<file path="config.mk">
export PLATFORM = sky130hd
export DESIGN_NAME = pll_rst_seq
export DESIGN_NICKNAME = d
export VERILOG_FILES = /design/src/rtl/pll_rst_seq_pkg.sv /design/src/rtl/pll_rst_seq_sync_2ff.sv /design/src/rtl/pll_rst_seq.sv
export SDC_FILE = /design/constraint.sdc
export NUM_CORES = 1
export LEC_CHECK = 0
export BUFFER_PORTS_ARGS = -buffer_cell sky130_fd_sc_hd__buf_2
export CAP_MARGIN = 20
export CORE_ASPECT_RATIO = 0.5
export CORE_UTILIZATION = 53
export DETAILED_ROUTE_END_ITERATION = 8
export PLACE_DENSITY = 0.83
export SLEW_MARGIN = 20
export SYNTH_ARGS = -nofsm -noshare
export SYNTH_HDL_FRONTEND = slang
export SYNTH_SLANG_ARGS = --single-unit
</file>
<file path="constraint.sdc">
create_clock -name sys_clk -period 1.8 [get_ports sys_clk]
set_input_delay 0.18 -clock sys_clk [delete_from_list [all_inputs] [get_ports sys_clk]]
set_output_delay 0.18 -clock sys_clk [all_outputs]
set_load 0.03 [all_outputs]
</file>
<file path="src/rtl/pll_rst_seq_pkg.sv">
// rtl/pll_rst_seq_pkg.sv - shared state encoding and constant helpers for the PLL reset sequencer
package pll_rst_seq_pkg;

   typedef enum logic [2:0] {
      RESET     = 3'd0,
      WAIT_LOCK = 3'd1,
      STABLE    = 3'd2,
      RUN       = 3'd3,
      FAIL      = 3'd4
   } state_t;

   function automatic int max3(input int a, input int b, input int c);
      int m;
      m = a;
      if (b > m) m = b;
      if (c > m) m = c;
      return m;
   endfunction

endpackage

</file>
<file path="src/rtl/pll_rst_seq_sync_2ff.sv">
// rtl/pll_rst_seq_sync_2ff.sv - two-flop synchroniser for a single asynchronous level
module sync_2ff (
   input  logic clk,
   input  logic rst,
   input  logic d_in,
   output logic d_out
);

   logic meta_d, meta_q;
   logic sync_d, sync_q;

   always_comb begin
      meta_d = d_in;
      sync_d = meta_q;
   end

   always_ff @(posedge clk or posedge rst) begin
      if (rst) begin
         meta_q <= 1'b0;
         sync_q <= 1'b0;
      end else begin
         meta_q <= meta_d;
         sync_q <= sync_d;
      end
   end

   assign d_out = sync_q;

endmodule

</file>
<file path="src/rtl/pll_rst_seq.sv">
// rtl/pll_rst_seq.sv - PLL reset pulse, lock qualification, retry and design reset sequencer
module pll_rst_seq
   import pll_rst_seq_pkg::*;
#(
   parameter int RST_HOLD_CYC     = 1000,
   parameter int LOCK_TIMEOUT_CYC = 500000,
   parameter int LOCK_STABLE_CYC  = 5000,
   parameter int MAX_RETRY        = 4
) (
   input  logic       sys_clk,
   input  logic       sys_rst,
   input  logic       pll_lock,
   input  logic       relock_req,
   output logic       pll_rst,
   output logic       design_rst,
   output logic       locked,
   output logic       fail,
   output logic [7:0] retry_cnt,
   output logic [7:0] lock_loss_cnt,
   output logic [2:0] state_o
);

   localparam int TW = $clog2(max3(RST_HOLD_CYC, LOCK_TIMEOUT_CYC, LOCK_STABLE_CYC) + 1);

   localparam logic [TW-1:0] HOLD_LAST    = TW'(RST_HOLD_CYC - 1);
   localparam logic [TW-1:0] TIMEOUT_LAST = TW'(LOCK_TIMEOUT_CYC - 1);
   // The WAIT_LOCK cycle that first sees lock counts as stable cycle one,
   // so STABLE itself only needs LOCK_STABLE_CYC-1 more lock-high cycles.
   localparam logic [TW-1:0] STABLE_LAST  = TW'((LOCK_STABLE_CYC >= 2) ? LOCK_STABLE_CYC - 2 : 0);
   localparam logic [7:0]    RETRY_LIMIT  = 8'(MAX_RETRY);

   logic lock_s;

   sync_2ff u_lock_sync (
      .clk   (sys_clk),
      .rst   (sys_rst),
      .d_in  (pll_lock),
      .d_out (lock_s)
   );

   state_t          state_d, state_q;
   logic [TW-1:0]   timer_d, timer_q;
   logic [7:0]      retry_d, retry_q;
   logic [7:0]      loss_d, loss_q;
   logic            pll_rst_d, pll_rst_q;
   logic            design_rst_d, design_rst_q;
   logic            locked_d, locked_q;
   logic            fail_d, fail_q;
   logic [7:0]      retry_next;

   always_comb begin
      state_d    = state_q;
      timer_d    = timer_q;
      retry_d    = retry_q;
      loss_d     = loss_q;
      retry_next = retry_q + 8'd1;

      case (state_q)
         RESET: begin
            if (timer_q == HOLD_LAST) begin
               state_d = WAIT_LOCK;
               timer_d = '0;
            end else begin
               timer_d = timer_q + TW'(1);
            end
         end
         WAIT_LOCK: begin
            if (lock_s) begin
               state_d = STABLE;
               timer_d = '0;
            end else if (timer_q == TIMEOUT_LAST) begin
               retry_d = retry_next;
               state_d = (retry_next == RETRY_LIMIT) ? FAIL : RESET;
               timer_d = '0;
            end else begin
               timer_d = timer_q + TW'(1);
            end
         end
         STABLE: begin
            if (!lock_s) begin
               state_d = WAIT_LOCK;
               timer_d = '0;
            end else if (timer_q == STABLE_LAST) begin
               state_d = RUN;
               timer_d = '0;
               retry_d = 8'd0;
            end else begin
               timer_d = timer_q + TW'(1);
            end
         end
         RUN: begin
            if (!lock_s) begin
               state_d = RESET;
               timer_d = '0;
               if (loss_q != 8'd255) loss_d = loss_q + 8'd1;
            end
         end
         FAIL: begin
            timer_d = '0;
         end
         default: begin
            state_d = RESET;
            timer_d = '0;
         end
      endcase

      if (relock_req) begin
         state_d = RESET;
         timer_d = '0;
         retry_d = 8'd0;
      end

      // Outputs are decoded from the next state so they line up with state_q.
      pll_rst_d    = (state_d == RESET) || (state_d == FAIL);
      design_rst_d = (state_d != RUN);
      locked_d     = (state_d == RUN);
      fail_d       = (state_d == FAIL);
   end

   always_ff @(posedge sys_clk or posedge sys_rst) begin
      if (sys_rst) begin
         state_q      <= RESET;
         timer_q      <= '0;
         retry_q      <= 8'd0;
         loss_q       <= 8'd0;
         pll_rst_q    <= 1'b1;
         design_rst_q <= 1'b1;
         locked_q     <= 1'b0;
         fail_q       <= 1'b0;
      end else begin
         state_q      <= state_d;
         timer_q      <= timer_d;
         retry_q      <= retry_d;
         loss_q       <= loss_d;
         pll_rst_q    <= pll_rst_d;
         design_rst_q <= design_rst_d;
         locked_q     <= locked_d;
         fail_q       <= fail_d;
      end
   end

   assign pll_rst       = pll_rst_q;
   assign design_rst    = design_rst_q;
   assign locked        = locked_q;
   assign fail          = fail_q;
   assign retry_cnt     = retry_q;
   assign lock_loss_cnt = loss_q;
   assign state_o       = state_q;

endmodule

</file>
## Word-level counts from Yosys, hierarchy flattened

Index checks and enable logic that the tools add are counted.

| cells by class | value |
|---|---|
| add/subtract/negate cells | 3 |
| equal/unequal tests | 17 |
| multiplexer cells | 23 |
| bitwise operators | 1 |
| reduce and logical (&&, ||, !) cells | 6 |

Operator list:

| operator | number |
|---|---|
| $mux 19 | 7 |
| $pmux 19 s4 | 1 |
| $mux 8 | 5 |
| $mux 3 | 8 |
| $add 19x1->19 const B | 1 |
| $eq 19x10->1 const B | 1 |
| $eq 19x13->1 const B | 1 |
| $eq 19x19->1 const B | 1 |
| $add 8x1->8 const B | 2 |
| $pmux 8 s2 | 1 |
| $pmux 3 s5 | 1 |
| $ne 3x3->1 const B | 4 |
| $eq 3x2->1 const B | 3 |
| $eq 8x3->1 const B | 1 |
| $ne 8x8->1 const B | 1 |
| $eq 3x3->1 const B | 2 |
| $logic_not 3->1 | 2 |
| $ne 3x2->1 const B | 2 |
| $reduce_and 5->1 | 1 |
| $eq 3x1->1 const B | 1 |
| $reduce_and 3->1 | 1 |
| $reduce_bool 3->1 | 1 |
| $logic_or 1x1->1 | 1 |
| $not 1->1 | 1 |

| word-level totals | value |
|---|---|
| bits in registers | 44 |
| input bits | 4 |
| output and inout bits | 23 |
| word-level logic and storage cells | 60 |

## Depth between registers and ports, before layout

Gate-level depths: netlist (run 1).

| logic depth | value |
|---|---|
| depth after elaboration | 9 |
| gate-level depth with buffers | 8 |
| gate-level depth less buffers | 7 |

## Cells and area by module

From an unflattened synthesis (run 1), not the netlist that was laid out.

| unflattened totals | value |
|---|---|
| cells, all modules | 240 |
| area, all modules | 2373.5 sq um |

Modules (own cells, without submodules):

| module | instances | cells each | area each (sq um) | seq. area each (sq um) |
|---|---|---|---|---|
| pll_rst_seq | 1 | 237 | 2319.7 | 1053.5 |
| sync_2ff | 1 | 3 | 53.8 | 50.0 |

## Worst setup path before layout (run 1)

Ideal clock, no wire load.

| timing path | value |
|---|---|
| kind | reg2reg |
| start | reg state_q[0] (netlist: state_o[0]) |
| end | reg timer_q[11] |
| library setup time | 74 ps |
| arrival time | 1938 ps |
| data required time | 1726 ps |
| slack | -212 ps |
| stages on the path, launching flop included | 8 |
| buffers on the path | 1 |
| clock period less this slack | 2012 ps |
| cell sequence | dfrtp_1 -> or2_1 -> nor2_1 -> o21ai_0 -> a21boi_2 -> nor2_8 -> buf_8 -> o21ai_2 |

| on the way | value |
|---|---|
| longest elaborated chain between the ends | 3 |
| elaborated cells on any way between the ends | 7 |
| those cells by class | eq/ne: 4; mux: 2; reduce/logical: 1 |

RTL lines:

| item | RTL line | RTL |
|---|---|---|
| start, declared | pll_rst_seq.sv:41 | `state_t state_d, state_q;` |
| start signal, assigned | pll_rst_seq.sv:131 | `state_q <= state_d;` |
| $eq 3x2->1, or another cell as far along | pll_rst_seq.sv:58 | `case (state_q)` |
| $pmux 19 s4 | pll_rst_seq.sv:58 |  |
| $mux 19 | pll_rst_seq.sv:107 | `if (relock_req) begin` |
| end signal, assigned | pll_rst_seq.sv:132 | `timer_q <= timer_d;` |
| end, declared | pll_rst_seq.sv:42 | `logic [TW-1:0] timer_d, timer_q;` |

Several ways; a longest one is shown, not always the timed one.
A chain may end at the register's enable or synchronous reset.

## Worst setup path in the final report (run 1)

| timing path | value |
|---|---|
| start | reg timer_q[9] |
| end | reg timer_q[13] |

| on the way | value |
|---|---|
| longest elaborated chain between the ends | 5 |
| elaborated cells on any way between the ends | 11 |
| those cells by class | add/sub: 1; eq/ne: 3; mux: 7 |

RTL lines:

| item | RTL line |
|---|---|
| $add 19x1->19, or another cell as far along | pll_rst_seq.sv:64, pll_rst_seq.sv:76, pll_rst_seq.sv:88 |
| $mux 19 (on tied branches) | pll_rst_seq.sv:83, pll_rst_seq.sv:71 |
| $mux 19 (on tied branches) | pll_rst_seq.sv:80, pll_rst_seq.sv:68 |
| $pmux 19 s4 * | pll_rst_seq.sv:58 |
| $mux 19 * | pll_rst_seq.sv:107 |

Every way passes the cells marked *; elsewhere a longest branch is shown, timed or not.

==> results of run 1 <==
## power groups by stage
stage	Combinational, W	Clock (W)	Sequential, W
global placement	0.000107	0	0.00102
global route	0.000141	0.000841	0.00101
finish	0.000132	0.000809	0.00101
CTS	0.000127	0.000795	0.00100
floorplan	0.0000586	0	0.00103
detailed placement	0.000112	0	0.00102
## per-stage QoR
stage | setup WS, ns | setup TNS [ns] | util [%] | total power, W | hold slack (ns)
6_report | -0.2439 | -4.357 | 75.65 | 0.001946 | 0.01645
3_3_place_gp | -0.1727 | -3.820 | 67.42 | 0.001130 | 0.2884
2_1_floorplan | -0.08425 | -0.9737 | - | 0.001086 | 0.2114
3_5_place_dp | -0.2674 | -5.967 | 67.42 | 0.001135 | 0.2893
4_1_cts | -0.1666 | -2.723 | 74.52 | 0.001926 | 0.02814
5_1_grt | -0.2837 | -5.589 | 75.65 | 0.001988 | 0.07119
## area by class of cell
cell class | instances | area share, %
Sequential cell | 44 | 33.08
Inverter | 8 | 0.8972
Clock inverter | 3 | 1.421
Tap cell | 57 | 2.131
Clock buffer | 5 | 2.056
Timing Repair Buffer | 73 | 15.81
Multi-Input combinational cell | 189 | 44.60
## worst paths after layout
kind,from,to,slack (ns),cells past startpoint
min in group sys_clk,relock_req,fail$_DFF_PP0_,0.20,2
max in group asynchronous,sys_rst,state_o[2]$_DFF_PP0_,1.37,3
min reg2reg,u_lock_sync.meta_q$_DFF_PP0_,u_lock_sync.d_out$_DFF_PP0_,0.37,0
max,timer_q[9]$_DFFE_PP0P_,timer_q[13]$_DFFE_PP0P_,-0.24,6
max reg2reg,timer_q[9]$_DFFE_PP0P_,timer_q[13]$_DFFE_PP0P_,-0.24,6
min,sys_rst,timer_q[10]$_DFFE_PP0P_,0.02,3
## state kept, by name (all words and copies together), names as in the netlist
signal,flops
u_lock_sync.meta_q,1
pll_rst,1
lock_loss_cnt,8
retry_cnt,8
design_rst,1
state_o,3
fail,1
locked,1
timer_q,19
u_lock_sync.d_out,1
## timing repair
action	in CTS	in global routing
setup buffers	5	1
gates resized for setup	34	9
gates cloned	0	0
hold buffers	1	0
hold endpoints to repair	1	0
pin swaps	19	5
setup endpoints to repair	32	33
## cell usage after synthesis (6+ instances only)
| cell | n | share of area, % |
|---|---|---|
| o21ai_0 | 12 | 2.4 |
| nand4_1 | 11 | 2.8 |
| nand2_1 | 27 | 4.1 |
| dfrtp_1 | 42 | 43 |
| o21ai_2 | 9 | 3.2 |
| xnor2_1 | 11 | 3.9 |
| nor2_1 | 27 | 4.1 |
| nand3_1 | 11 | 2.2 |
| xor2_1 | 6 | 2.1 |
| o31ai_1 | 7 | 2.1 |
| inv_1 | 8 | 1.2 |
## cell families after synthesis
logic type	share of synthesized area, %
buffers and inverters	3.404
AO/OA/AOI/OAI	18.40
AND/OR/NAND/NOR	24.44
flip-flops	44.82
adder cells (fa/ha/maj)	2.033
XOR/XNOR	6.047
multiplexers	0.8638
## per-layer routing
metal / wire length [um] / vias to the layer above / share of wire (%) / GRT usage, %
li1: - / 1054 / - / -
met4: 427 / 0 / 5.8 / 16.67
met5: 0 / - / 0 / 0
met2: 3398 / 137 / 46 / 51.53
met1: 3007 / 1175 / 41 / 36.55
met3: 481 / 54 / 6.6 / 7.382
## critical path, stage by stage, from the launching register on
cell,delay [ns]
dfrtp_1,0.42
or4b_4,0.54
nor3_4,0.20
a21oi_2,0.12
and2_4,0.20
o21ai_0,0.29
o22ai_1,0.15
==> results.tsv, run 1 <==
metric	value	unit
Synth Register Bits	44	
H-tree depth	2	
Slew HR	62.06	%
Residual DRC	2	
max-slew violations	0	
IO buf count	26	
Primary FF master, synth	dfrtp_1	
initial core utilization	55.66	%
FFs w/ async S/R, synth	100.0	%
Ys Warns	0	
Peak supply drop	494.7	uV
Sequential Area	1107	um^2
placed inst area	2983	um^2
critical path class	reg2reg	
drt total wl	7315	um
CP required	1.98	ns
setup skew after layout	0.006298	ns
Sink Count	44	
die height	50.20	um
area added between synthesis and finish	35.92	%
switching fraction of total power	24.61	%
status	finished, violations left	
Vias/cell	6.385	
chip width	98.40	um
fmax	0.4893	GHz
Layout Cells excl Fill	379	
DP HPWL	4223	um
layout cells sized above 1	42.86	%
diodes inserted	0	
Final Wtd Congestion	0.9237	
failing checks	DRC, setup timing	
synthesized net count	256	
final setup violation count	33	
DRT iter0 DRCs	186	
Nets	329	
total core area	4424	um^2
Logic pwr share	6.8	%
final hold vios	0	
register share of total power	51.7	%
Synth Area per Inst	9.929	um^2
initial antenna violation count	0	
minimum clock period	2.044	ns
Crit. End Element	register	
First-pass DRT Iterations	8	
CTS buffer count	5	
vias in the first global route	2371	
CP arrival	2.22	ns
multi-input logic area	1493	um^2
Global Route Usage Sum	30.40	%
Worst-path clk slew	0.09	ns
Post-synth EDFFs	0	
post-route ant nets	0	
CTS root buf	clkbuf_8	
crit-path max FO	3	
placed cells	364	
IO Pins	27	
power density cells	581.5	nW/um^2
most frequent cells in the layout	39 x dfrtp_1, 39 x buf_4, 27 x nand2_1	
Int Pwr	0.001467	W
die area	4939	um^2
Psw	0.0004791	W
largest net degree at the start of global routing	45	
area of the mapped netlist	2462	um^2
grt ovf	0	
Cells after Synth	248	
row cnt	17	
drt wl/cell	19.30	um
fill count	245	
Hold Path Class	in2async	
synth unique cells	58	
worst slew pin tran	0.5691	ns
MaxCap Viol Count	0	
post-route cell area	3347	um^2
share of the yosys chip area belonging to registers	44.82	%
RSZ-0062 raised after global routing	true	
Clock Path Buffers	2	
crit share post-route	113.5	%
CTS tree	built	
CP startpoint kind	register	
clock network power share	41.5	%
Leak	1.473	nW
DR vias	2420	
first-pass GRT wire length	11570	um
Skew-Pair Late Insertion Delay	0.31	ns
setup ws final	-0.2439	ns
No activity file was read; power rests on OpenSTA's default activity.
==> run 2: changes to the inputs <==
--- a/config.mk
+++ b/config.mk
@@ -8,9 +8,9 @@
 export BUFFER_PORTS_ARGS = -buffer_cell sky130_fd_sc_hd__buf_2
 export CAP_MARGIN = 20
 export CORE_ASPECT_RATIO = 0.5
-export CORE_UTILIZATION = 53
+export CORE_UTILIZATION = 60
 export DETAILED_ROUTE_END_ITERATION = 8
-export PLACE_DENSITY = 0.83
+export PLACE_DENSITY = 0.88
 export SLEW_MARGIN = 20
 export SYNTH_ARGS = -nofsm -noshare
 export SYNTH_HDL_FRONTEND = slang
==> constraint.sdc (replaced) <==
create_clock -name sys_clk -period 2.6 [get_ports sys_clk]
set_input_delay 0.26 -clock sys_clk [delete_from_list [all_inputs] [get_ports sys_clk]]
set_output_delay 0.26 -clock sys_clk [all_outputs]
set_load 0.03 [all_outputs]
==> run 2 against run 1 <==
Effect of this change:
- the run now ends clean
- critical endpoint is now timer_q[14]$_DFFE_PP0P_
- non-clock buffer count down 44
- worst setup slack better by 0.49 ns
- critical path type unchanged
- sequential power down 31%
==> results.tsv, run 2 (same netlist as run 1, synthesis figures left out) <==
metric	value	unit	change
Peak supply drop	238.2	uV	-52%
drt wl/cell	15.92	um	-18%
largest net degree at the start of global routing	45		unchanged
clock network power share	43.0	%	+1.5 points
IO Pins	27		unchanged
hold_ws	0.05823	ns	+0.04178 ns
layout cells sized above 1	22.30	%	-21 points
max reg flops	19		unchanged
crit share post-route	90.64	%	-23 points
Total Power	0.001319	W	-32%
total core area	3924	um^2	-11%
CTS Hold Bufs	0		-1
max-slew violations	0		unchanged
commonest non-fill, non-tap cell in the layout	dfrtp_1		
DR vias	2047		-15%
Global Route Usage Sum	25.84	%	-4.6 points
first-pass GRT wire length	8500	um	-27%
Residual DRC	0		-2
fmax	0.4244	GHz	-13%
CTS tree	built		
power density cells	478.8	nW/um^2	-18%
initial core utilization	62.76	%	+7.1 points
minimum clock period	2.357	ns	+0.3127 ns
Nets	285		-13%
Cell Chain, Critical Path	ha_1 > inv_1 > or3_1 > o21ai_0 > a21boi_2 > nor2_8 > o211ai_1		
post-route ant nets	0		unchanged
DRT iter0 DRCs	165		-11%
RSZ-0062 raised after global routing	false		
post-CTS setup repair buffer count	0		-5
Reg2Reg Launch Point	timer_q[0]$_DFFE_PP0P_		
First-pass DRT Iterations	4		-4
H-tree depth	2		unchanged
Psw	0.0003006	W	-37%
Top Family by Delay on Critical Path	simple AND/OR/NAND/NOR gates		
Logic pwr share	3.9	%	-2.9 points
row cnt	16		-1
drt total wl	5285	um	-28%
die height	47.30	um	-5.8%
Sink Count	44		unchanged
setup skew after layout	0.005829	ns	-0.0004685 ns
setup ws final	0.2435	ns	+0.4873 ns
flop-to-flop setup slack	0.24	ns	+0.49 ns
Crit path buffers/inverters	1		+1
CP required	2.77	ns	+0.79 ns
Int Pwr	0.001019	W	-31%
Skew-Pair Late Insertion Delay	0.31	ns	about the same
Leak	1.194	nW	-19%
fin util	70.22	%	-5.4 points
vias in the first global route	1758		-26%
CP startpoint kind	register		
max incr delay on CP	0.48	ns	-0.06 ns
slowest CP cell	dfrtp_1		
final setup violation count	0		-100%
pre-CTS WS	0.3498	ns	+0.6171 ns
critical path class	reg2reg		
Hold Crit Start	pll_lock		
status	completed		
Worst Setup SP	timer_q[0]$_DFFE_PP0P_		
Largest Register	timer_q		
Vias/cell	6.166		-3.4%
MaxCap Viol Count	0		unchanged
die area	4380	um^2	-11%
IO buf count	26		unchanged
register share of total power	53.0	%	+1.3 points
worst slew pin tran	0.5672	ns	-0.001945 ns
diodes inserted	0		unchanged
post-CTS sizing	0		-100%
Worst-path clk slew	0.09	ns	about the same
Sum Neg Setup Slack	0	ns	+4.357 ns
crit-path max FO	18		+15
DP HPWL	3547	um	-16%
Clock Path Buffers	2		unchanged
chip width	92.60	um	-5.9%
CTS root buf	clkbuf_8		
CTS buffer count	5		unchanged
most frequent cells in the layout	42 x dfrtp_1, 27 x nand2_1, 27 x nor2_1		
initial antenna violation count	0		unchanged
final hold vios	0		unchanged
area added between synthesis and finish	11.89	%	
Final Wtd Congestion	0.9144		-1.0%
fill count	282		+15%
Crit. End Element	register		
Slew HR	61.97	%	-0.092 points
grt ovf	0		unchanged
switching fraction of total power	22.79	%	-1.8 points
CP arrival	2.53	ns	+0.31 ns
Hold Path Class	in2reg		
## run 2: changes by cell type in the layout (fill, tap and decap cells not counted), sizes merged
| cell | previous run | this run |
|---|---|---|
| dlygate4sd3 | 1 | 0 |
| clkinv | 2 | 1 |
| clkbuf | 5 | 6 |
| buf | 72 | 29 |
## run 2: per-layer routing
metal | vias to the layer above | routed length, um | share of wire (%) | GRT usage [%]
li1 | 965 | - | - | -
met1 | 972 | 2310 | 44 | 34.11
met2 | 96 | 2507 | 47 | 43.41
met3 | 14 | 351 | 6.6 | 5.016
met4 | 0 | 114 | 2.2 | 11.25
met5 | - | 0 | 0 | 0
## run 2: cell type report
class                           count  area (um^2)  area share, %
Clock buffer                        6        82.58          2.997
Clock inverter                      2        38.79          1.408
Timing Repair Buffer               29        152.6          5.540
Multi-Input combinational cell    189         1280          46.46
Inverter                            8        30.03          1.090
Tap cell                           54        67.56          2.452
Sequential cell                    44         1104          40.05
## run 2: stage by stage
| step | std cells | cell area, um^2 |
|---|---|---|
| 2_1_floorplan | 248 | 2462 |
| 3_5_place_dp | 324 | 2634 |
| 6_report | 332 | 2755 |
| 5_1_grt | 332 | 2755 |
| 3_3_place_gp | 324 | 2634 |
| 4_1_cts | 332 | 2755 |
## run 2: final timing paths
path,to,depth (start not counted)
min,u_lock_sync.meta_q$_DFF_PP0_,1
max,timer_q[14]$_DFFE_PP0P_,7
min in group asynchronous,locked$_DFF_PP0_,3
max in group asynchronous,timer_q[0]$_DFFE_PP0P_,3
max reg2reg,timer_q[14]$_DFFE_PP0P_,7
min reg2reg,u_lock_sync.d_out$_DFF_PP0_,0
## run 2: power by group through the flow
stage                      logic, W  registers (W)  clock network, W
after global routing      0.0000581       0.000701          0.000599
after detailed placement  0.0000520       0.000712                 0
final                     0.0000516       0.000700          0.000568
after floorplan           0.0000386       0.000711                 0
after global placement    0.0000505       0.000711                 0
after CTS                 0.0000522       0.000699          0.000571
==> run 3: changes to the inputs <==
--- a/config.mk
+++ b/config.mk
@@ -8,9 +8,9 @@
 export BUFFER_PORTS_ARGS = -buffer_cell sky130_fd_sc_hd__buf_2
 export CAP_MARGIN = 20
 export CORE_ASPECT_RATIO = 0.5
-export CORE_UTILIZATION = 60
+export CORE_UTILIZATION = 58
 export DETAILED_ROUTE_END_ITERATION = 8
-export PLACE_DENSITY = 0.88
+export PLACE_DENSITY = 0.86
 export SLEW_MARGIN = 20
 export SYNTH_ARGS = -nofsm -noshare
 export SYNTH_HDL_FRONTEND = slang
==> constraint.sdc (replaced) <==
create_clock -name sys_clk -period 2.2 [get_ports sys_clk]
set_input_delay 0.22 -clock sys_clk [delete_from_list [all_inputs] [get_ports sys_clk]]
set_output_delay 0.22 -clock sys_clk [all_outputs]
set_load 0.03 [all_outputs]
==> run 3 against run 2 <==
Effect of this change:
- combinational power rose by 54%
- sequential power grew 17%
- sequential cell count unchanged
- utilization increased by 1.5 points
- worst setup slack worse by 0.23 ns
- clock power decreased by 9.9%
- register-to-register slack worse by 0.23 ns
- critical endpoint is now timer_q[5]$_DFFE_PP0P_
==> results.tsv, run 3 (same netlist as run 1, synthesis figures left out) <==
metric	value	unit	change
Vias/cell	6.203		+0.61%
Final Wtd Congestion	0.8951		-2.1%
total core area	3984	um^2	+1.5%
Logic pwr share	5.6	%	+1.7 points
initial core utilization	61.81	%	-0.95 points
die area	4526	um^2	+3.3%
Peak supply drop	264.5	uV	+11%
drt total wl	5689	um	+7.6%
vias in the first global route	1920		+9.2%
Slew HR	56.95	%	-5.0 points
RSZ-0062 raised after global routing	true		
drt wl/cell	16.30	um	+2.4%
initial antenna violation count	0		unchanged
crit share post-route	99.38	%	+8.7 points
CTS tree	built		
max reg flops	19		unchanged
row cnt	16		unchanged
DR vias	2165		+5.8%
Global Route Usage Sum	26.46	%	+0.62 points
minimum clock period	2.186	ns	-0.1701 ns
Sink Count	44		unchanged
Crit. End Element	register		
DP HPWL	3949	um	+11%
First-pass DRT Iterations	5		+1
Sum Neg Setup Slack	0	ns	unchanged
max-slew violations	0		unchanged
register share of total power	58.2	%	+5.2 points
Leak	1.265	nW	+5.9%
Psw	0.0003483	W	+16%
pre-CTS WS	0.03037	ns	-0.3194 ns
Residual DRC	0		unchanged
IO Pins	27		unchanged
worst slew pin tran	0.6368	ns	+0.06961 ns
status	completed		
switching fraction of total power	24.64	%	+1.9 points
fill count	279		-1.1%
layout cells sized above 1	26.10	%	+3.8 points
Nets	302		+6.0%
CP startpoint kind	register		
IO buf count	26		unchanged
CP arrival	2.38	ns	-0.15 ns
first-pass GRT wire length	8707	um	+2.4%
H-tree depth	2		unchanged
chip width	94.15	um	+1.7%
CP required	2.39	ns	-0.38 ns
Hold Path Class	in2reg		
Largest Register	timer_q		
Sequential Area	1104	um^2	unchanged
most frequent cells in the layout	42 x dfrtp_1, 27 x nand2_1, 27 x nor2_1		
fmax	0.4574	GHz	+7.8%
CTS root buf	clkbuf_8		
crit-path max FO	6		-12
final hold vios	0		unchanged
multi-input logic area	1287	um^2	+0.59%
grt ovf	0		unchanged
Clock Path Buffers	2		unchanged
final setup violation count	0		unchanged
area added between synthesis and finish	16.11	%	
CTS buffer count	5		unchanged
setup skew after layout	0.01066	ns	+0.004833 ns
Int Pwr	0.001065	W	+4.6%
MaxCap Viol Count	0		unchanged
power density cells	494.4	nW/um^2	+3.3%
largest net degree at the start of global routing	45		unchanged
DRT iter0 DRCs	110		-33%
post-route ant nets	0		unchanged
clock network power share	36.2	%	-6.8 points
commonest non-fill, non-tap cell in the layout	dfrtp_1		
CTS Hold Bufs	0		unchanged
Worst-path clk slew	0.09	ns	about the same
die height	48.08	um	+1.6%
Skew-Pair Late Insertion Delay	0.31	ns	about the same
critical path class	reg2reg		
setup ws final	0.01358	ns	-0.2299 ns
diodes inserted	0		unchanged
hold_ws	0.01659	ns	-0.04164 ns
[run 3: metal layers]
layer / up-vias / track usage (%) / share of wire (%)
met5: - / 0 / 0
met4: 0 / 13.23 / 2.1
met3: 17 / 6.984 / 7.0
met2: 107 / 45.07 / 47
met1: 1041 / 32.67 / 44
li1: 1000 / - / -
[run 3: worst paths after layout]
kind | start | endpoint | slack (ns) | cells after the start
min in group asynchronous | sys_rst | timer_q[4]$_DFFE_PP0P_ | 0.04 | 3
setup reg to reg | timer_q[1]$_DFFE_PP0P_ | timer_q[5]$_DFFE_PP0P_ | 0.01 | 8
setup / recovery | timer_q[1]$_DFFE_PP0P_ | timer_q[5]$_DFFE_PP0P_ | 0.01 | 8
hold / removal | pll_lock | u_lock_sync.meta_q$_DFF_PP0_ | 0.02 | 1
max in group asynchronous | sys_rst | timer_q[5]$_DFFE_PP0P_ | 1.77 | 3
hold reg to reg | u_lock_sync.meta_q$_DFF_PP0_ | u_lock_sync.d_out$_DFF_PP0_ | 0.38 | 0
[run 3: final cells by class]
type / instances / share of cell area [%]
clock inverter: 2 / 0.4376
inverter: 8 / 1.050
timing repair buffer: 45 / 9.978
tap: 54 / 2.363
clock buffer: 6 / 2.538
multi-input combinational: 190 / 45.03
sequential: 44 / 38.60
[run 3: critical path, cell delays in order, from the launching register on]
cell,delay [ns]
dfrtp_1,0.43
ha_1,0.22
and4_1,0.23
and2_1,0.21
a21oi_2,0.27
and2_4,0.25
nor2_8,0.05
buf_4,0.16
o31ai_1,0.26
[run 3: power groups by stage]
stage	registers [W]	clock network (W)	logic (W)
floorplan	0.000840	0	0.0000456
global placement	0.000837	0	0.0000668
detailed placement	0.000838	0	0.0000706
CTS	0.000822	0.000510	0.0000710
global route	0.000823	0.000537	0.0000881
finish	0.000822	0.000512	0.0000793
[run 3: what timing repair did]
action / 4_1_cts / 5_1_grt
setup endpoints to repair: 0 / 23
buffers inserted: 0 / 3
gates resized for setup: 0 / 1
[run 3: metrics by stage]
step | cell area, um^2 | total power, W | instances | utilization, %
final | 2859 | 0.001413 | 349 | 71.77
after detailed placement | 2731 | 0.0009085 | 337 | 68.56
after global placement | 2731 | 0.0009042 | 337 | 68.56
after CTS | 2816 | 0.001403 | 345 | 70.70
after global routing | 2859 | 0.001448 | 349 | 71.77
after floorplan | 2462 | 0.0008858 | 248 | -
